===== config.mk =====
export PLATFORM = sky130hd
export DESIGN_NAME = tmds_channel_decoder
export DESIGN_NICKNAME = d
export VERILOG_FILES = /design/src/rtl/tmds_channel_decoder.sv
export SDC_FILE = /design/constraint.sdc
export NUM_CORES = 1
export LEC_CHECK = 0
export BUFFER_PORTS_ARGS = -buffer_cell sky130_fd_sc_hd__buf_2
export CORE_MARGIN = 1.5
export CORE_UTILIZATION = 39
export DETAILED_ROUTE_END_ITERATION = 7
export GPL_ROUTABILITY_DRIVEN = 0
export GPL_TIMING_DRIVEN = 1
export SLEW_MARGIN = 20
export SYNTH_ARGS = -nofsm -noshare
export SYNTH_HDL_FRONTEND = slang
export SYNTH_SLANG_ARGS = --single-unit
export TNS_END_PERCENT = 1

===== constraint.sdc =====
create_clock -name clk_pixel -period 4.73 [get_ports clk_pixel]
set_input_delay 0.946 -clock clk_pixel [delete_from_list [all_inputs] [get_ports clk_pixel]]
set_output_delay 0.946 -clock clk_pixel [all_outputs]
set_load 0.02 [all_outputs]

===== src/rtl/tmds_channel_decoder.sv =====
// Per-channel HDMI TMDS receive decoder: classifies each aligned 10-bit symbol into
// its HDMI period (control, video guard, video, island guard, island) and decodes it.
module tmds_channel_decoder #(
  parameter int CN = 0
) (
  input  logic       clk_pixel,
  input  logic       reset,
  input  logic [9:0] tmds,
  input  logic       island_next,
  output logic [7:0] video_data,
  output logic [1:0] control_data,
  output logic [3:0] data_island_data,
  output logic [2:0] mode,
  output logic       symbol_err
);

  localparam logic [2:0] MODE_CTRL   = 3'd0;
  localparam logic [2:0] MODE_VIDEO  = 3'd1;
  localparam logic [2:0] MODE_VGUARD = 3'd2;
  localparam logic [2:0] MODE_ISLAND = 3'd3;
  localparam logic [2:0] MODE_IGUARD = 3'd4;

  localparam logic [9:0] VGUARD_CODE = (CN == 1) ? 10'b0100110011 : 10'b1011001100;
  localparam logic [9:0] DGUARD_CODE = 10'b0100110011;
  localparam logic [9:0] PCNT_MAX    = 10'd576;

  typedef enum logic [2:0] {
    S_CTRL   = 3'd0,
    S_VLEAD  = 3'd1,
    S_VIDEO  = 3'd2,
    S_ILEAD  = 3'd3,
    S_ISLAND = 3'd4,
    S_TRAIL  = 3'd5
  } state_t;

  // Stage 1: input capture
  logic [9:0] tmds_q;
  logic       isl1_q;
  logic       vld1_q;

  always_ff @(posedge clk_pixel or posedge reset) begin
    if (reset) begin
      tmds_q <= '0;
      isl1_q <= 1'b0;
      vld1_q <= 1'b0;
    end else begin
      tmds_q <= tmds;
      isl1_q <= island_next;
      vld1_q <= 1'b1;
    end
  end

  // Stage 2: symbol classification and field decode
  logic       ctrl_hit_d, terc_hit_d, vguard_d, dguard_d;
  logic [1:0] ctrl_val_d;
  logic [3:0] terc_val_d;
  logic [7:0] vid_d, q_pol;

  always_comb begin
    ctrl_hit_d = 1'b1;
    ctrl_val_d = 2'b00;
    case (tmds_q)
      10'b1101010100: ctrl_val_d = 2'b00;
      10'b0010101011: ctrl_val_d = 2'b01;
      10'b0101010100: ctrl_val_d = 2'b10;
      10'b1010101011: ctrl_val_d = 2'b11;
      default:        ctrl_hit_d = 1'b0;
    endcase

    terc_hit_d = 1'b1;
    terc_val_d = 4'h0;
    case (tmds_q)
      10'b1010011100: terc_val_d = 4'h0;
      10'b1001100011: terc_val_d = 4'h1;
      10'b1011100100: terc_val_d = 4'h2;
      10'b1011100010: terc_val_d = 4'h3;
      10'b0101110001: terc_val_d = 4'h4;
      10'b0100011110: terc_val_d = 4'h5;
      10'b0110001110: terc_val_d = 4'h6;
      10'b0100111100: terc_val_d = 4'h7;
      10'b1011001100: terc_val_d = 4'h8;
      10'b0100111001: terc_val_d = 4'h9;
      10'b0110011100: terc_val_d = 4'hA;
      10'b1011000110: terc_val_d = 4'hB;
      10'b1010001110: terc_val_d = 4'hC;
      10'b1001110001: terc_val_d = 4'hD;
      10'b0101100011: terc_val_d = 4'hE;
      10'b1011000011: terc_val_d = 4'hF;
      default:        terc_hit_d = 1'b0;
    endcase

    vguard_d = (tmds_q == VGUARD_CODE);
    // Channel 0 carries hsync/vsync inside its island guard, so any TERC4 11xx code is a guard.
    if (CN == 0) begin
      dguard_d = terc_hit_d && (terc_val_d[3:2] == 2'b11);
    end else begin
      dguard_d = (tmds_q == DGUARD_CODE);
    end
  end

  assign q_pol    = tmds_q[9] ? ~tmds_q[7:0] : tmds_q[7:0];
  assign vid_d[0] = q_pol[0];
  for (genvar gi = 1; gi < 8; gi++) begin : g_vid
    assign vid_d[gi] = tmds_q[8] ? (q_pol[gi] ^ q_pol[gi-1]) : ~(q_pol[gi] ^ q_pol[gi-1]);
  end

  logic       ctrl_hit_q, terc_hit_q, vguard_q, dguard_q, isl2_q, vld2_q;
  logic [1:0] ctrl_val_q;
  logic [3:0] terc_val_q;
  logic [7:0] vid_q;

  always_ff @(posedge clk_pixel or posedge reset) begin
    if (reset) begin
      ctrl_hit_q <= 1'b0;
      terc_hit_q <= 1'b0;
      vguard_q   <= 1'b0;
      dguard_q   <= 1'b0;
      isl2_q     <= 1'b0;
      vld2_q     <= 1'b0;
      ctrl_val_q <= '0;
      terc_val_q <= '0;
      vid_q      <= '0;
    end else begin
      ctrl_hit_q <= ctrl_hit_d;
      terc_hit_q <= terc_hit_d;
      vguard_q   <= vguard_d;
      dguard_q   <= dguard_d;
      isl2_q     <= isl1_q;
      vld2_q     <= vld1_q;
      ctrl_val_q <= ctrl_val_d;
      terc_val_q <= terc_val_d;
      vid_q      <= vid_d;
    end
  end

  // Stage 3: period FSM, then registered output formatting
  state_t     state_q, state_d;
  logic [9:0] pcnt_q, pcnt_d;
  logic [2:0] sym_mode_q, sym_mode_d;
  logic       sym_err_q, sym_err_d;
  logic       sym_ctl_ok_q, sym_ctl_ok_d;
  logic [1:0] sym_ctrl_val_q;
  logic       sym_terc_hit_q;
  logic [3:0] sym_terc_val_q;
  logic [7:0] sym_vid_q;

  always_ff @(posedge clk_pixel or posedge reset) begin
    if (reset) begin
      state_q        <= S_CTRL;
      pcnt_q         <= '0;
      sym_mode_q     <= MODE_CTRL;
      sym_err_q      <= 1'b0;
      sym_ctl_ok_q   <= 1'b0;
      sym_ctrl_val_q <= '0;
      sym_terc_hit_q <= 1'b0;
      sym_terc_val_q <= '0;
      sym_vid_q      <= '0;
    end else begin
      state_q        <= state_d;
      pcnt_q         <= pcnt_d;
      sym_mode_q     <= sym_mode_d;
      sym_err_q      <= sym_err_d;
      sym_ctl_ok_q   <= sym_ctl_ok_d;
      sym_ctrl_val_q <= ctrl_val_q;
      sym_terc_hit_q <= terc_hit_q;
      sym_terc_val_q <= terc_val_q;
      sym_vid_q      <= vid_q;
    end
  end

  always_comb begin
    state_d      = state_q;
    pcnt_d       = pcnt_q;
    sym_mode_d   = MODE_CTRL;
    sym_err_d    = 1'b0;
    sym_ctl_ok_d = 1'b0;
    // Slots still holding reset-cleared pipeline contents produce neutral output.
    if (vld2_q) begin
      case (state_q)
        S_CTRL: begin
          if (ctrl_hit_q) begin
            sym_ctl_ok_d = 1'b1;
          end else if (dguard_q && isl2_q) begin
            state_d    = S_ILEAD;
            sym_mode_d = MODE_IGUARD;
          end else if (vguard_q && !isl2_q) begin
            state_d    = S_VLEAD;
            sym_mode_d = MODE_VGUARD;
          end else begin
            sym_err_d = 1'b1;
          end
        end
        S_VLEAD: begin
          if (vguard_q) begin
            state_d    = S_VIDEO;
            sym_mode_d = MODE_VGUARD;
          end else begin
            state_d   = S_CTRL;
            sym_err_d = 1'b1;
          end
        end
        S_VIDEO: begin
          if (ctrl_hit_q) begin
            state_d      = S_CTRL;
            sym_ctl_ok_d = 1'b1;
          end else begin
            sym_mode_d = MODE_VIDEO;
          end
        end
        S_ILEAD: begin
          if (dguard_q) begin
            state_d    = S_ISLAND;
            sym_mode_d = MODE_IGUARD;
            pcnt_d     = '0;
          end else begin
            state_d   = S_CTRL;
            sym_err_d = 1'b1;
          end
        end
        S_ISLAND: begin
          pcnt_d = pcnt_q + 10'd1;
          if ((pcnt_q != 10'd0) && (pcnt_q[4:0] == 5'd0) && dguard_q) begin
            state_d    = S_TRAIL;
            sym_mode_d = MODE_IGUARD;
          end else if (pcnt_q >= PCNT_MAX) begin
            state_d   = S_CTRL;
            sym_err_d = 1'b1;
            pcnt_d    = '0;
          end else begin
            sym_mode_d = MODE_ISLAND;
            sym_err_d  = !terc_hit_q;
          end
        end
        S_TRAIL: begin
          state_d    = S_CTRL;
          sym_mode_d = MODE_IGUARD;
          sym_err_d  = !dguard_q;
        end
        default: state_d = S_CTRL;
      endcase
    end
  end

  logic [7:0] video_data_q, video_data_d;
  logic [1:0] control_data_q, control_data_d;
  logic [3:0] island_data_q, island_data_d;
  logic [2:0] mode_q, mode_d;
  logic       symbol_err_q, symbol_err_d;

  always_comb begin
    mode_d         = sym_mode_q;
    symbol_err_d   = sym_err_q;
    video_data_d   = (sym_mode_q == MODE_VIDEO) ? sym_vid_q : 8'h00;
    island_data_d  = ((sym_mode_q == MODE_ISLAND) && sym_terc_hit_q) ? sym_terc_val_q : 4'h0;
    control_data_d = 2'b00;
    if (sym_mode_q == MODE_CTRL) begin
      control_data_d = sym_ctl_ok_q ? sym_ctrl_val_q : control_data_q;
    end else if ((sym_mode_q == MODE_IGUARD) && (CN == 0)) begin
      control_data_d = sym_terc_val_q[1:0];
    end
  end

  always_ff @(posedge clk_pixel or posedge reset) begin
    if (reset) begin
      video_data_q   <= '0;
      control_data_q <= '0;
      island_data_q  <= '0;
      mode_q         <= MODE_CTRL;
      symbol_err_q   <= 1'b0;
    end else begin
      video_data_q   <= video_data_d;
      control_data_q <= control_data_d;
      island_data_q  <= island_data_d;
      mode_q         <= mode_d;
      symbol_err_q   <= symbol_err_d;
    end
  end

  assign video_data       = video_data_q;
  assign control_data     = control_data_q;
  assign data_island_data = island_data_q;
  assign mode             = mode_q;
  assign symbol_err       = symbol_err_q;

endmodule


==> reports/results.tsv <==
metric	value	unit
outcome	finished clean	
start_util	39.9	%
synth_area	0.00346	sq mm
cts-resized-gates	0	
cp_data_arrival_time	2.30	ns
routed_wl	6130	microns
grt_busiest_layer	met2	
dieArea	0.00945	sq mm
crit_type	register to register	
numCtsBuffers	9	
endpoint_kind	register	
path_cells	o31ai_1, a41oi_1, nor2_1, nand3_1, o21ai_0	
grt.overflow.total	0	
syn_area_per_cell	11.4	sq um
drc	0	
met3_usage	2.88	%
layout-drive-gt1-share	16.6	%
synth-main-ff-cell	dfrtp_1	
r2r_cells	5	
root_buffer	clkbuf_8	
first_global_vias	2235	
hp-class	register to register	
worstSkewPairLatency	0.35	ns
rsz0062_at_grt	no	
num_rows	34	
fin_crit_sh	43.1	%
p_total	1.39	mW
maxSlewHeadroom	41.1	%
synth_area_leaders	dfrtp_1 60%, o21ai_0 3.3%, and2_1 2.5%	
wire_per_inst	13.8	microns
drt_iter0_markers	101	
num_vias	2307	
worstSetupStartpoint	pcnt_q[6]$_DFFE_PP0P_	
cpPeakStageDelay	0.53	ns
grt_util_met2	21.7	%
tightest_slew	0.883	ns
grt_start_max_net_pins	53	
min_period	2.04	ns
synth_nets	318	
final_nets	347	
cts.sinks	83	
antenna_found_initial	0	
dr.pass1.iters	4	
ys_async_sr_fraction	100	%
cts_tree	done	
syn2layout_area_growth	12.7	%
reg2reg_slack	2.69	ns
ant_nets	0	
post_cts_buffers	0	
cts_max_level	3	
diodes	0	
reg2reg_from	pcnt_q[6]$_DFFE_PP0P_	
groute.layer.met1.usage	20.1	%
synth-edff-count	0	
fmax	491	MHz
setup_viol_count_final	0	
min_path_cells	0	
hold_viol_final	0	
endpoint	pcnt_q[2]$_DFFE_PP0P_	
via_per_inst	5.18	
skew	0.0125	ns
yosysTopAreaCell	dfrtp_1	
cp_slowest_cell	nor2_1	
clockBufferDepth	2	
pin_count	31	
cp-start-kind	register	
ys_types	54	
grt_util_all_layers	14.3	%
yosys_warnings	0	
syn_inst	303	
r2r-end	pcnt_q[2]$_DFFE_PP0P_	
synth-seq-cells	83	
hpwl	4110	microns
ctsHoldBuffers	0	
crit_path_max_fanout	8	
grt_pass1_wl	10900	microns
clkTransAtPathRegs	0.09	ns
finalMaxSlewViolations	0	
synth_top_area_share	60.0	%
cap_violations	0	
ir_drop	200	uV
core_area	0.00868	sq mm
chipWidth	97.2	microns
p_per_area	358	mW/mm^2
fp.dieH	97.2	microns
leakagePower	1.82	nW
crit_required	5.00	ns
yosysSeqAreaShare	60.0	%
fin_tns_setup	0	ns
port_buffers	30	
[cell usage after synthesis, drive strengths merged (7+ instances only)]
master,number
nor2,16
clkbuf,7
inv,12
nor2b,8
dfrtp,83
nand3,10
a21oi,11
o21ai,24
nor3,10
and2,14
nand2,18
xnor2,8
[area by class of cell]
type / instances / area, sq um
Clock buffer: 9 / 124
Clock inverter: 7 / 83.8
Fill cell: 832 / 4780
Inverter: 12 / 46.3
Multi-Input combinational cell: 195 / 1280
Sequential cell: 83 / 2080
Tap cell: 108 / 135
Timing Repair Buffer: 31 / 158
[report_power, final]
group	total (mW)	internal [mW]	switching (mW)
clock network	0.527	0.253	0.274
logic	0.0849	0.0357	0.0492
registers	0.783	0.743	0.0398
[through the flow]
stage / area [sq um] / util, % / setup WS [ns] / cells / hold WS (ns)
final: 3900 / 45.0 / 2.69 / 445 / 0.351
after global placement: 3690 / 42.6 / 2.63 / 429 / 0.332
after global routing: 3900 / 45.0 / 2.46 / 445 / 0.362
after floorplan: 3460 / - / 1.65 / 303 / 0.331
after CTS: 3900 / 45.0 / 2.74 / 445 / 0.356
after detailed placement: 3690 / 42.6 / 2.61 / 429 / 0.335
[worst min-delay path by stage]
stage / start / to / slack [ns]
floorplan: isl1_q$_DFF_PP0_ / isl2_q$_DFF_PP0_ / 0.33
global placement: vid_q[4]$_DFF_PP0_ / sym_vid_q[4]$_DFF_PP0_ / 0.33
detailed placement: isl1_q$_DFF_PP0_ / isl2_q$_DFF_PP0_ / 0.33
CTS: sym_err_q$_DFF_PP0_ / symbol_err$_DFF_PP0_ / 0.36
global route: sym_err_q$_DFF_PP0_ / symbol_err$_DFF_PP0_ / 0.36
finish: sym_err_q$_DFF_PP0_ / symbol_err$_DFF_PP0_ / 0.35
[state kept, by name, indices dropped and copies added, names as in the netlist, 2 cells and up]
signal	cells
mode	3
pcnt_q	10
mode_d	3
data_island_data	4
vid_q	8
sym_terc_val_q	4
state_q	3
ctrl_val_q	2
sym_vid_q	8
video_data	8
tmds_q	10
sym_ctrl_val_q	2
control_data	2
terc_val_q	4
[cells by family after synthesis]
family          synth area share, %
compound gates                 10.7
xor+xnor                       3.54
fa+ha+maj                     0.723
buf+inv                        3.11
flops                          60.0
mux                            1.16
other cells                   0.108
simple gates                   20.7
[critical path, delay by kind of cell, from the launching register on]
| family | cells | cell delay [ns] |
|---|---|---|
| AO/OA/AOI/OAI | 3 | 0.85 |
| AND/OR/NAND/NOR | 2 | 0.66 |
| flip-flops | 1 | 0.44 |
[metal layers]
metal / share of wire (%) / vias up / wire (microns)
met2: 45 / 74 / 2770
met3: 4.1 / 8 / 252
met1: 49 / 1106 / 3010
met5: 0 / - / 0
li1: - / 1119 / -
met4: 1.6 / 0 / 96
[layout by cell type, fill, tap and decap left out, types with 3 or more instances in the layout]
cell type	count
nor3_1	10
nand2_1	18
a21oi_1	11
nand2b_1	4
nand4_1	4
and3_1	5
buf_2	30
or3_1	4
nor4bb_1	4
inv_1	11
xnor2_1	8
xor2_1	6
nor2b_1	8
nor4_1	3
nand3_1	10
and2_1	14
mux2i_1	4
clkbuf_8	9
o21ai_0	23
dfrtp_1	83
nor2_1	16
No activity file was read; power rests on OpenSTA's default activity.
